File: src/rtl/voice_mixer.sv
// Stereo voice mixer: snapshots NVOICES samples per i2s request, one MAC per voice, saturates to 16 bits.
// Optional per-voice pan is compiled in with MIXER_PAN_EN; without it both channels carry the mono sum.
module voice_mixer #(
    parameter int NVOICES = 4,
    parameter int GAIN_W  = 8,
    parameter int ACC_W   = 24
) (
    input  logic                   clk,
    input  logic                   rst_n,
    input  logic [NVOICES*16-1:0]  voices_in,
    input  logic                   cfg_we,
    input  logic [3:0]             cfg_addr,
    input  logic [GAIN_W-1:0]      cfg_gain,
    input  logic [7:0]             cfg_pan,
    input  logic                   i2s_ready,
    output logic [31:0]            sample_out,
    output logic                   sample_valid,
    output logic                   busy,
    output logic                   clip,
    output logic                   overrun
);

    localparam int VW = (NVOICES > 1) ? $clog2(NVOICES) : 1;
    localparam logic [VW-1:0] VLAST = VW'(NVOICES - 1);
    localparam logic signed [ACC_W-1:0] SMAX = ACC_W'(32767);
    localparam logic signed [ACC_W-1:0] SMIN = ACC_W'(-32768);

    typedef enum logic [1:0] {IDLE, SNAP, MAC, SAT} state_t;

    state_t                  state_q;
    logic [VW-1:0]           v_q;
    logic                    ready_d_q;
    logic                    req;
    logic [31:0]             sample_out_q;
    logic                    sample_valid_q;
    logic                    busy_q;
    logic                    clip_q;
    logic                    overrun_q;

    logic [GAIN_W-1:0]       gain_q   [NVOICES];
    logic signed [15:0]      snap_s_q [NVOICES];
    logic [GAIN_W-1:0]       snap_g_q [NVOICES];

    logic signed [ACC_W-1:0] acc_l_q, acc_l_d;
    logic signed [15:0]      cur_s;
    logic [GAIN_W-1:0]       cur_g;
    logic signed [GAIN_W+16:0] prod;
    logic signed [23:0]      p;
    logic [16:0]             sat_l;

`ifdef MIXER_PAN_EN
    logic [7:0]              pan_q    [NVOICES];
    logic [7:0]              snap_p_q [NVOICES];
    logic signed [ACC_W-1:0] acc_r_q, acc_r_d;
    logic [7:0]              cur_p;
    logic [8:0]              wl;
    logic signed [33:0]      pl, pr;
    logic [16:0]             sat_r;
`else
    logic                    unused_pan;
    assign unused_pan = ^cfg_pan;
`endif

    // Bit 16 flags that the clamp was active.
    function automatic logic [16:0] sat16(input logic signed [ACC_W-1:0] a);
        if (a > SMAX) return {1'b1, 16'h7fff};
        else if (a < SMIN) return {1'b1, 16'h8000};
        else return {1'b0, a[15:0]};
    endfunction

    assign req   = i2s_ready & ~ready_d_q;
    assign cur_s = snap_s_q[v_q];
    assign cur_g = snap_g_q[v_q];
    assign prod  = cur_s * $signed({1'b0, cur_g});
    assign p     = 24'(prod >>> 7);
    assign sat_l = sat16(acc_l_q);

`ifdef MIXER_PAN_EN
    assign cur_p = snap_p_q[v_q];
    assign wl    = 9'd256 - {1'b0, cur_p};
    assign pl    = p * $signed({1'b0, wl});
    assign pr    = p * $signed({2'b0, cur_p});
    assign sat_r = sat16(acc_r_q);
`endif

    always_comb begin
        acc_l_d = acc_l_q;
`ifdef MIXER_PAN_EN
        acc_r_d = acc_r_q;
        acc_l_d = acc_l_q + ACC_W'(pl >>> 8);
        acc_r_d = acc_r_q + ACC_W'(pr >>> 8);
`else
        acc_l_d = acc_l_q + ACC_W'(p);
`endif
    end

    // Config writes land immediately; the datapath only sees them at SNAP.
    always_ff @(posedge clk or negedge rst_n) begin
        if (!rst_n) begin
            for (int v = 0; v < NVOICES; v++) begin
                gain_q[v] <= '0;
`ifdef MIXER_PAN_EN
                pan_q[v]  <= 8'd128;
`endif
            end
        end else begin
            for (int v = 0; v < NVOICES; v++) begin
                if (cfg_we && cfg_addr == 4'(v)) begin
                    gain_q[v] <= cfg_gain;
`ifdef MIXER_PAN_EN
                    pan_q[v]  <= cfg_pan;
`endif
                end
            end
        end
    end

    always_ff @(posedge clk or negedge rst_n) begin
        if (!rst_n) begin
            state_q        <= IDLE;
            v_q            <= '0;
            ready_d_q      <= 1'b0;
            acc_l_q        <= '0;
            sample_out_q   <= '0;
            sample_valid_q <= 1'b0;
            busy_q         <= 1'b0;
            clip_q         <= 1'b0;
            overrun_q      <= 1'b0;
            for (int v = 0; v < NVOICES; v++) begin
                snap_s_q[v] <= '0;
                snap_g_q[v] <= '0;
`ifdef MIXER_PAN_EN
                snap_p_q[v] <= 8'd128;
`endif
            end
`ifdef MIXER_PAN_EN
            acc_r_q        <= '0;
`endif
        end else begin
            ready_d_q      <= i2s_ready;
            sample_valid_q <= 1'b0;
            clip_q         <= 1'b0;
            overrun_q      <= req && (state_q != IDLE);
            unique case (state_q)
                IDLE: begin
                    if (req) begin
                        state_q <= SNAP;
                        busy_q  <= 1'b1;
                    end
                end
                SNAP: begin
                    for (int v = 0; v < NVOICES; v++) begin
                        snap_s_q[v] <= voices_in[16*v +: 16];
                        snap_g_q[v] <= gain_q[v];
`ifdef MIXER_PAN_EN
                        snap_p_q[v] <= pan_q[v];
`endif
                    end
                    acc_l_q <= '0;
`ifdef MIXER_PAN_EN
                    acc_r_q <= '0;
`endif
                    v_q     <= '0;
                    state_q <= MAC;
                end
                MAC: begin
                    acc_l_q <= acc_l_d;
`ifdef MIXER_PAN_EN
                    acc_r_q <= acc_r_d;
`endif
                    v_q     <= v_q + 1'b1;
                    if (v_q == VLAST) state_q <= SAT;
                end
                SAT: begin
`ifdef MIXER_PAN_EN
                    sample_out_q <= {sat_l[15:0], sat_r[15:0]};
                    clip_q       <= sat_l[16] | sat_r[16];
`else
                    sample_out_q <= {sat_l[15:0], sat_l[15:0]};
                    clip_q       <= sat_l[16];
`endif
                    sample_valid_q <= 1'b1;
                    busy_q         <= 1'b0;
                    state_q        <= IDLE;
                end
            endcase
        end
    end

    assign sample_out   = sample_out_q;
    assign sample_valid = sample_valid_q;
    assign busy         = busy_q;
    assign clip         = clip_q;
    assign overrun      = overrun_q;

endmodule

File: config.mk
export PLATFORM = sky130hd
export DESIGN_NAME = voice_mixer
export DESIGN_NICKNAME = d
export VERILOG_FILES = /design/src/rtl/voice_mixer.sv
export SDC_FILE = /design/constraint.sdc
export NUM_CORES = 1
export LEC_CHECK = 0
export ABC_CLOCK_PERIOD_IN_PS = 13500
export BUFFER_PORTS_ARGS = -buffer_cell sky130_fd_sc_hd__buf_2
export CORE_ASPECT_RATIO = 0.6
export CORE_MARGIN = 2
export CORE_UTILIZATION = 25
export CTS_BUF_LIST = sky130_fd_sc_hd__clkbuf_4 sky130_fd_sc_hd__clkbuf_8 sky130_fd_sc_hd__clkbuf_16
export CTS_CLUSTER_SIZE = 12
export DETAILED_ROUTE_END_ITERATION = 6
export HOLD_SLACK_MARGIN = 0.08
export PLACE_DENSITY_LB_ADDON = 0.25
export SYNTH_ARGS = -nofsm -noshare
export SYNTH_HDL_FRONTEND = slang
export SYNTH_SLANG_ARGS = --single-unit
File: constraint.sdc
create_clock -name clk -period 13.5 [get_ports clk]
set_clock_uncertainty 0.1 [all_clocks]
set_input_delay 0 -clock clk [delete_from_list [all_inputs] [get_ports clk]]
set_output_delay 0 -clock clk [all_outputs]
set_load 0.02 [all_outputs]
==> reports/results.tsv, run 1 <==
stage	metric	value	unit
timing	period utilization	67.6	%
routing	violation count after the first detailed-route iteration	394	
floorplanning	Initial Util	25.3	%
floorplanning	total die area	53500	µm²
status	run status	finished, final reports clean	
routing	number of iterations in the first detailed-routing pass	5	
yosys	number of synthesized flops with an enable pin	0	
yosys	synthesized area divided by synthesized cell count	11.0	µm²
clock_tree	root buffer selected by CTS	clkbuf_16	
timing	Peak Freq	110	MHz
timing	RSZ-0062 raised after global routing	false	
routing	Vias	8623	
yosys	synth top area cells	dfrtp_1 34%, fa_1 16%, mux2_2 11%, ha_1 7.4%, inv_1 5.6%	
clock_tree	total of cells resized after clock tree synthesis	0	
worst_setup_path	delay of the slowest critical-path stage	800	ps
floorplanning	num ports	124	
worst_setup_path	critical path launch point type	register	
worst_hold_path	Hold Crit Depth	2	
yosys	most frequent cell after synthesis	inv_1	
yosys	cells after synthesis	1172	
yosys	post-synthesis async set-or-reset flop share	100	%
floorplanning	Core Region	50900	µm²
final_layout	number of fillers in the final layout	5282	
clock_tree	clock slew at the register clock pins of the worst setup and hold paths	70	ps
yosys	simple-gate area share of the yosys netlist	8.90	%
routing	via/cell ratio	4.21	
clock_tree	CTS tree	yes	
flow_run	number of max-cap violations	0	
yosys	syn nets	1438	
yosys	share of synthesized area occupied by flip-flops and latches	34.3	%
routing	total wirelength of the detailed-routed design	31.5	mm
worst_setup_path	Setup Crit Path Kind	reg2reg	
yosys	portion of netlist area occupied by mux cells	15.7	%
timing	Slew Limit Fails	0	
worst_hold_path	path class of the lowest-slack min-delay path	in2reg	
routing	number of remaining DRC errors	0	
yosys	Synth Cell Area	12900	µm²
yosys	post-synth top area cell	dfrtp_1	
yosys	area share of xor/xnor cells in the synthesized design	2.51	%
floorplanning	row count	64	
final_layout	NumNets Final	1604	
worst_setup_path	type of element capturing the critical path	register	
timing	Worst-Margin Slew	1120	ps
yosys	primary flip-flop cell chosen by synthesis mapping	dfrtp_1	
yosys	area share of the largest cell type after synthesis	34.3	%
yosys	top cell types by occurrence after synthesis	193 x inv_1, 177 x dfrtp_1, 129 x mux2_2	
yosys	Netlist cell types	58	
global_routing	number of antenna violations at the first check in global routing	3	
yosys	dominant combinational cell family by area after synthesis	adder cells	
timing	Slew headroom	25.2	%
worst_setup_path	biggest fanout along the worst timing path	27	
timing	setup_tns	0	ps
worst_setup_path	Worst EP required	13710	ps
global_routing	vias in the first global route	8992	
worst_setup_path	arrival time at the worst endpoint	9330	ps
timing	final critical-path required period	9120	ps
worst_setup_path	cell at the slowest stage of the critical path	mux4_2	
clock_tree	number of buffers added by the clock tree synthesis step	17	
global_routing	overflow left after global routing	0	
routing	wire length per cell after detailed routing	15.4	µm
timing	final number of hold-violating endpoints	0	
yosys	number of storage elements in the synthesis netlist	177	
final_layout	Area Overhead vs Synth	20.4	%
clock_tree	clock latency at the later pin of the worst-skew pair	460	ps
timing	setup-violating endpoint count in the final report	0	
final_layout	fraction of layout cells with a size suffix above 1	23.8	%
clock_tree	CTS Buffer Depth	2	
global_routing	largest net degree at the start of global routing	76	
floorplanning	Horiz. Die Dim	297	µm
worst_setup_path	Most Frequent Cell on Critical Path	fa_1	
placed_design	quantity of I/O buffers inserted on ports	115	
global_routing	total routing resource utilization after global routing	12.2	%
placed_design	Detailed Place HPWL	23.3	mm
yosys	area share of fa/ha/maj cells after synthesis	23.2	%
clock_tree	Max H-tree Level	4	
yosys	fraction of the mapped netlist area in compound gates	7.69	%
yosys	number of warnings reported in the yosys synthesis log	0	
global_routing	first-pass GRT wire length	51.4	mm
worst_setup_path	reg2reg path depth	30	
routing	ANT nets after route	0	
clock_tree	CTS sink cnt	177	
placed_design	RD Place Congestion	0.790	
floorplanning	height of the die	180	µm
## cell families (layout without fill, tap and decap cells)
family / count (synthesis) / count (layout)
compound gates: 150 / 150
xor+xnor: 37 / 37
fa+ha+maj: 178 / 178
buf+inv: 245 / 424
flops: 177 / 177
mux: 155 / 155
other cells: 0 / 2
simple gates: 230 / 230
## critical path: cells and delay by family (launching register included)
kind | cells | cell delay (ps)
XOR/XNOR | 1 | 170
AO/OA/AOI/OAI | 12 | 3000
AND/OR/NAND/NOR | 6 | 1190
flip-flops | 1 | 340
adder cells (fa/ha/maj) | 6 | 2670
buffers and inverters | 4 | 650
multiplexers | 1 | 800
## sequential cells by signal, indices dropped and copies added, names as in the netlist
name and flops:
sample_valid 1, ready_d_q 1, snap_s_q 64, gain_q 32, busy 1, snap_g_q 32, clip 1, acc_l_q 24
sample_out 16, overrun 1, state_q 2, v_q 2
## final timing paths
path	from	endpoint	slack, ps
max	v_q[0]	acc_l_q[23]	4380
min	i2s_ready	ready_d_q	140
max reg2reg	v_q[0]	acc_l_q[23]	4380
min reg2reg	gain_q[16]	snap_g_q[16]	400
max in group asynchronous	rst_n	snap_s_q[56]	11100
min in group asynchronous	rst_n	overrun	540
## through the flow
stage,instances,setup slack [ps],hold slack [ps],util (%),area (µm²)
finish,2046,4380,135,30.5,15500
detailed placement,1934,4330,-124,27.8,14100
global route,2046,3700,114,30.5,15500
CTS,2044,4270,104,30.5,15500
global placement,1934,4360,-120,27.8,14100
floorplan,1172,5020,-396,-,12900
## repair_timing
item,CTS,global route
hold buffers,78,0
hold endpoints to repair,148,0
buffers inserted,0,0
## placed cells by master (no fill, tap or decap), drive strengths merged, types with 6 or more instances in the layout
master	n
nor3	9
o21ai	34
nand4	6
o22ai	17
mux4	25
inv	202
buf	122
dfrtp	177
nor2	24
nand2	89
xor2	15
a21o	18
fa	102
clkbuf	17
a21oi	29
dlygate4sd3	77
and2	62
ha	76
xnor2	22
nor2b	9
mux2	129
nand3	12
o211ai	17
## layer usage
| metal | track usage [%] | up-vias | routed length (µm) | part of all wire [%] |
|---|---|---|---|---|
| met5 | 0 | - | 13 | 0.041 |
| met4 | 1.98 | 2 | 63 | 0.20 |
| met3 | 3.31 | 4 | 1640 | 5.2 |
| met2 | 15.7 | 168 | 11700 | 37 |
| met1 | 19.8 | 4232 | 18100 | 57 |
| li1 | - | 4217 | - | - |
## cell type report
class	instances	area, µm²	share of cell area (%)
clock inverter	15	164	1.05
sequential	177	4430	28.5
clock buffer	17	425	2.74
multi-input combinational	750	7500	48.3
tap	693	867	5.58
inverter	193	724	4.66
timing repair buffer	199	1430	9.17
antenna	2	5.00	0.0322
Power of run 1 is left out: the tool's default activity adds up to more than one toggle a clock period on the data nets, which glitch-free logic cannot reach.
==> run 2, diff against run 1 <==
--- a/config.mk
+++ b/config.mk
@@ -5,7 +5,7 @@
 export SDC_FILE = /design/constraint.sdc
 export NUM_CORES = 1
 export LEC_CHECK = 0
-export ABC_CLOCK_PERIOD_IN_PS = 13500
+export ABC_CLOCK_PERIOD_IN_PS = 9100
 export BUFFER_PORTS_ARGS = -buffer_cell sky130_fd_sc_hd__buf_2
 export CORE_ASPECT_RATIO = 0.6
 export CORE_MARGIN = 2
==> constraint.sdc (replaced) <==
create_clock -name clk -period 9.1 [get_ports clk]
set_clock_uncertainty 0.1 [all_clocks]
set_input_delay 0 -clock clk [delete_from_list [all_inputs] [get_ports clk]]
set_output_delay 0 -clock clk [all_outputs]
set_load 0.02 [all_outputs]
==> run 2 against run 1 <==
Flip-flop and latch count did not move. Maximum frequency rose by 6.4%. Utilization rose by 0.41 points. Largest cell class unchanged. Critical path type unchanged.
==> reports/results.tsv, run 2 (same netlist as run 1, synthesis figures left out) <==
stage	metric	value	unit
timing	RSZ-0062 raised after global routing	false	
placed_design	RD Place Congestion	0.820	
flow_run	number of max-cap violations	0	
final_layout	area used by sequential logic in the layout	4430	µm²
final_layout	fraction of layout cells with a size suffix above 1	24.5	%
final_layout	Largest regs	snap_s_q x64, gain_q x32, snap_g_q x32	
timing	Slew Limit Fails	0	
final_layout	number of flip-flops under the largest register name	64	
final_layout	NumNets Final	1623	
timing	min setup slack post-route	524	ps
routing	via/cell ratio	4.23	
clock_tree	clock latency at the later pin of the worst-skew pair	460	ps
final_layout	post-route core utilization	30.9	%
global_routing	total routing resource utilization after global routing	12.4	%
worst_setup_path	Setup Crit Path Kind	reg2reg	
final_layout	most common library cell in the layout ignoring fill and taps	inv_1	
floorplanning	Initial Util	25.3	%
placed_design	quantity of I/O buffers inserted on ports	115	
worst_setup_path	delay of the slowest critical-path stage	630	ps
floorplanning	height of the die	180	µm
final_layout	most used cells in the layout excluding fill and tap cells	193 x inv_1, 176 x dfrtp_1, 129 x mux2_2	
floorplanning	num ports	124	
clock_tree	root buffer selected by CTS	clkbuf_16	
routing	total wirelength of the detailed-routed design	32.1	mm
worst_setup_path	arrival time at the worst endpoint	8800	ps
routing	wire length per cell after detailed routing	15.5	µm
routing	violation count after the first detailed-route iteration	398	
final_layout	top register by number of flip-flops	snap_s_q	
global_routing	number of antenna violations at the first check in global routing	2	
worst_setup_path	biggest fanout along the worst timing path	12	
timing	Slew headroom	27.7	%
timing	setup-violating endpoint count in the final report	0	
clock_tree	CTS Buffer Depth	2	
placed_design	Detailed Place HPWL	24.2	mm
clock_tree	Max H-tree Level	4	
worst_setup_path	family with the most delay on the worst path	adder cells	
status	run status	finished, final reports clean	
routing	ANT nets after route	0	
clock_tree	CTS sink cnt	177	
global_routing	largest net degree at the start of global routing	75	
worst_setup_path	type of element capturing the critical path	register	
timing	Worst-Margin Slew	1090	ps
worst_setup_path	critical path launch point type	register	
clock_tree	clock slew at the register clock pins of the worst setup and hold paths	80	ps
worst_setup_path	crit path buf inv count	6	
global_routing	vias in the first global route	9313	
floorplanning	Horiz. Die Dim	297	µm
placed_design	minimum setup slack after placement	364	ps
timing	setup_tns	0	ps
routing	number of remaining DRC errors	0	
worst_hold_path	path class of the lowest-slack min-delay path	in2reg	
timing	final number of hold-violating endpoints	0	
floorplanning	row count	64	
final_layout	Area Overhead vs Synth	22.0	%
timing	Peak Freq	117	MHz
global_routing	overflow left after global routing	0	
clock_tree	number of buffers added by the clock tree synthesis step	17	
routing	number of iterations in the first detailed-routing pass	4	
placed_design	count of placed standard cells including taps	1943	
final_layout	footprint of the multi-input gates	7500	µm²
timing	final critical-path required period	8580	ps
global_routing	first-pass GRT wire length	52.7	mm
worst_setup_path	cell at the slowest stage of the critical path	fa_1	
clock_tree	CTS tree	yes	
final_layout	Layout Cells excl Fill	2065	
timing	period utilization	94.2	%
worst_setup_path	Worst EP required	9320	ps
floorplanning	Core Region	50900	µm²
final_layout	number of fillers in the final layout	5304	
floorplanning	total die area	53500	µm²
routing	Vias	8729	
-- run 2: area by class of cell --
cell class,instances,area share (%)
diodes,2,0.0318
clock buffers,18,2.79
clock inverters,14,1.04
inverters,193,4.60
multi-input cells,750,47.6
flip-flops and latches,177,28.1
well taps,693,5.51
repair buffers,218,10.3
-- run 2: through the flow --
step / hold WS (ps) / cell area (µm²)
after global routing: 137 / 15800
after global placement: -113 / 14200
final: 128 / 15800
after CTS: 112 / 15700
after detailed placement: -115 / 14200
after floorplan: -396 / 12900
-- run 2: worst paths after layout --
path / from / to / slack (ps) / depth (start not counted)
min: i2s_ready / ready_d_q / 130 / 2
max: v_q[0] / acc_l_q[23] / 520 / 32
max reg2reg: v_q[0] / acc_l_q[23] / 520 / 32
min reg2reg: gain_q[6] / snap_g_q[6] / 400 / 1
max in group asynchronous: rst_n / snap_s_q[31] / 6740 / 5
min in group asynchronous: rst_n / ready_d_q / 540 / 4
-- run 2: repair_timing --
item | CTS | global route
gates resized for setup | 0 | 2
hold buffers | 82 | 0
buffers inserted | 0 | 6
hold endpoints to repair | 148 | 0
endpoints found under the setup margin | 0 | 1
-- run 2: layer usage --
layer | wire length [µm] | track usage (%) | share of wire (%) | vias to the layer above
li1 | - | - | - | 4262
met1 | 18600 | 20.1 | 58 | 4283
met2 | 11800 | 16.4 | 37 | 169
met3 | 1440 | 3.18 | 4.5 | 13
met4 | 169 | 1.82 | 0.53 | 2
met5 | 54 | 0.705 | 0.17 | -
Power of run 2 is left out for the same reason.
==> run 3, diff against run 2 <==
--- a/config.mk
+++ b/config.mk
@@ -13,8 +13,10 @@
 export CTS_BUF_LIST = sky130_fd_sc_hd__clkbuf_4 sky130_fd_sc_hd__clkbuf_8 sky130_fd_sc_hd__clkbuf_16
 export CTS_CLUSTER_SIZE = 12
 export DETAILED_ROUTE_END_ITERATION = 6
+export GPL_TIMING_DRIVEN = 0
 export HOLD_SLACK_MARGIN = 0.08
 export PLACE_DENSITY_LB_ADDON = 0.25
+export RECOVER_POWER = 100
 export SYNTH_ARGS = -nofsm -noshare
 export SYNTH_HDL_FRONTEND = slang
 export SYNTH_SLANG_ARGS = --single-unit
==> run 3 against run 2 <==
Utilization up 0.25 points. Maximum frequency is 0.43% lower. Non-clock buffer count up 39. Critical path type unchanged. Largest cell class unchanged. The run now ends with max-capacitance violations, max-slew violations left.
==> reports/results.tsv, run 3 (same netlist as run 1, synthesis figures left out) <==
stage	metric	value	unit
clock_tree	clock slew at the register clock pins of the worst setup and hold paths	90	ps
final_layout	NumNets Final	1662	
status	run status	complete, but fails checks	
floorplanning	height of the die	180	µm
global_routing	overflow left after global routing	0	
worst_setup_path	Crit Reg-Reg Startpoint	v_q[0]	
final_layout	fraction of layout cells with a size suffix above 1	22.4	%
clock_tree	Max H-tree Level	4	
worst_hold_path	beginning of the worst hold path	i2s_ready	
final_layout	Layout Cells excl Fill	2104	
flow_run	number of max-cap violations	2	
timing	final critical-path required period	8610	ps
floorplanning	Initial Util	25.3	%
timing	Peak Freq	116	MHz
floorplanning	num ports	124	
timing	Worst Hold Slack	150	ps
worst_hold_path	path class of the lowest-slack min-delay path	in2reg	
floorplanning	row count	64	
clock_tree	CTS sink cnt	177	
worst_setup_path	Most Frequent Cell on Critical Path	fa_1	
global_routing	largest net degree at the start of global routing	115	
timing	Slew Limit Fails	179	
worst_setup_path	cell at the slowest stage of the critical path	mux4_2	
floorplanning	Core Region	50900	µm²
routing	number of iterations in the first detailed-routing pass	4	
status	violated checks	max-capacitance violations, max-slew violations	
worst_setup_path	worst setup path end	acc_l_q[23]	
placed_design	quantity of I/O buffers inserted on ports	115	
global_routing	first-pass GRT wire length	55.1	mm
global_routing	vias in the first global route	9349	
global_routing	total routing resource utilization after global routing	13.2	%
worst_setup_path	worst setup path startpoint	v_q[0]	
floorplanning	Horiz. Die Dim	297	µm
worst_setup_path	worst-case register-to-register setup slack	490	ps
timing	min setup slack post-route	488	ps
final_layout	most common library cell in the layout ignoring fill and taps	inv_1	
worst_setup_path	type of element capturing the critical path	register	
clock_tree	number of buffers added by the clock tree synthesis step	17	
routing	Vias	8973	
worst_setup_path	biggest fanout along the worst timing path	10	
worst_setup_path	reg2reg path depth	31	
final_layout	number of fillers in the final layout	5325	
placed_design	Detailed Place HPWL	26.2	mm
clock_tree	clock latency at the later pin of the worst-skew pair	470	ps
routing	total wirelength of the detailed-routed design	34.1	mm
placed_design	minimum setup slack after placement	-671	ps
floorplanning	total die area	53500	µm²
timing	setup-violating endpoint count in the final report	0	
routing	violation count after the first detailed-route iteration	470	
clock_tree	CTS tree	yes	
timing	final number of hold-violating endpoints	0	
timing	period utilization	94.6	%
worst_setup_path	Setup Crit Path Kind	reg2reg	
placed_design	count of placed standard cells including taps	1982	
routing	via/cell ratio	4.26	
final_layout	most used cells in the layout excluding fill and tap cells	193 x inv_1, 177 x dfrtp_1, 129 x mux2_2	
worst_setup_path	critical path launch point type	register	
final_layout	Largest regs	snap_s_q x64, gain_q x32, snap_g_q x32	
final_layout	top register by number of flip-flops	snap_s_q	
clock_tree	root buffer selected by CTS	clkbuf_16	
worst_setup_path	delay of the slowest critical-path stage	650	ps
worst_setup_path	Worst EP required	9350	ps
clock_tree	CTS Buffer Depth	2	
worst_setup_path	arrival time at the worst endpoint	8860	ps
placed_design	RD Place Congestion	0.795	
routing	wire length per cell after detailed routing	16.2	µm
timing	Slew headroom	-305	%
routing	ANT nets after route	0	
global_routing	number of antenna violations at the first check in global routing	4	
final_layout	Area Overhead vs Synth	23.0	%
timing	Worst-Margin Slew	6080	ps
routing	number of remaining DRC errors	0	
worst_setup_path	endpoint of the most critical register-to-register path	acc_l_q[23]	
final_layout	number of flip-flops under the largest register name	64	
[run 3: how the worst min path moves through the flow]
stage,endpoint,depth (start not counted)
after global placement,ready_d_q,1
after floorplan,acc_l_q[0],0
after global routing,ready_d_q,2
after CTS,ready_d_q,2
final,ready_d_q,2
after detailed placement,overrun,1
[run 3: worst max-delay path, delay by kind of cell, from the launching register on]
kind	cells	cell delay (ps)
compound gates	11	2380
fa+ha+maj	6	2880
flops	1	400
simple gates	8	1450
mux	1	650
buf+inv	5	640
[run 3: what timing repair did]
item                                    in CTS  in global routing
endpoints found under the setup margin       4                  3
pin swaps                                    0                  2
resized for setup                           15                 30
endpoints found under the hold margin      278                  0
hold buffers                                81                  0
setup buffers                                0                  7
[run 3: per-layer routing]
| metal | part of all wire (%) | global-route usage [%] |
|---|---|---|
| met5 | 0.038 | 0 |
| met4 | 0.99 | 2.75 |
| met3 | 5.3 | 3.18 |
| met2 | 37 | 17.4 |
| met1 | 56 | 21.3 |
[run 3: through the flow]
stage                     TNS (ps)  util, %  area, µm²
after global routing         -13.7     31.2      15900
final                            0     31.2      15900
after CTS                        0     31.2      15900
after detailed placement     -1070     28.3      14400
after global placement       -1130     28.2      14300
after floorplan                  0        -      12900
[run 3: final cells by class]
type                       count  area (µm²)  share of cell area [%]
multi-input combinational    750        7520                    47.3
sequential                   177        4430                    27.9
buffer                        52         319                    2.01
inverter                     193         724                    4.56
timing repair buffer         205        1390                    8.75
clock buffer                  17         425                    2.68
antenna                        2        5.00                  0.0315
tap                          693         867                    5.46
clock inverter                15         203                    1.28
Power of run 3 is left out for the same reason.
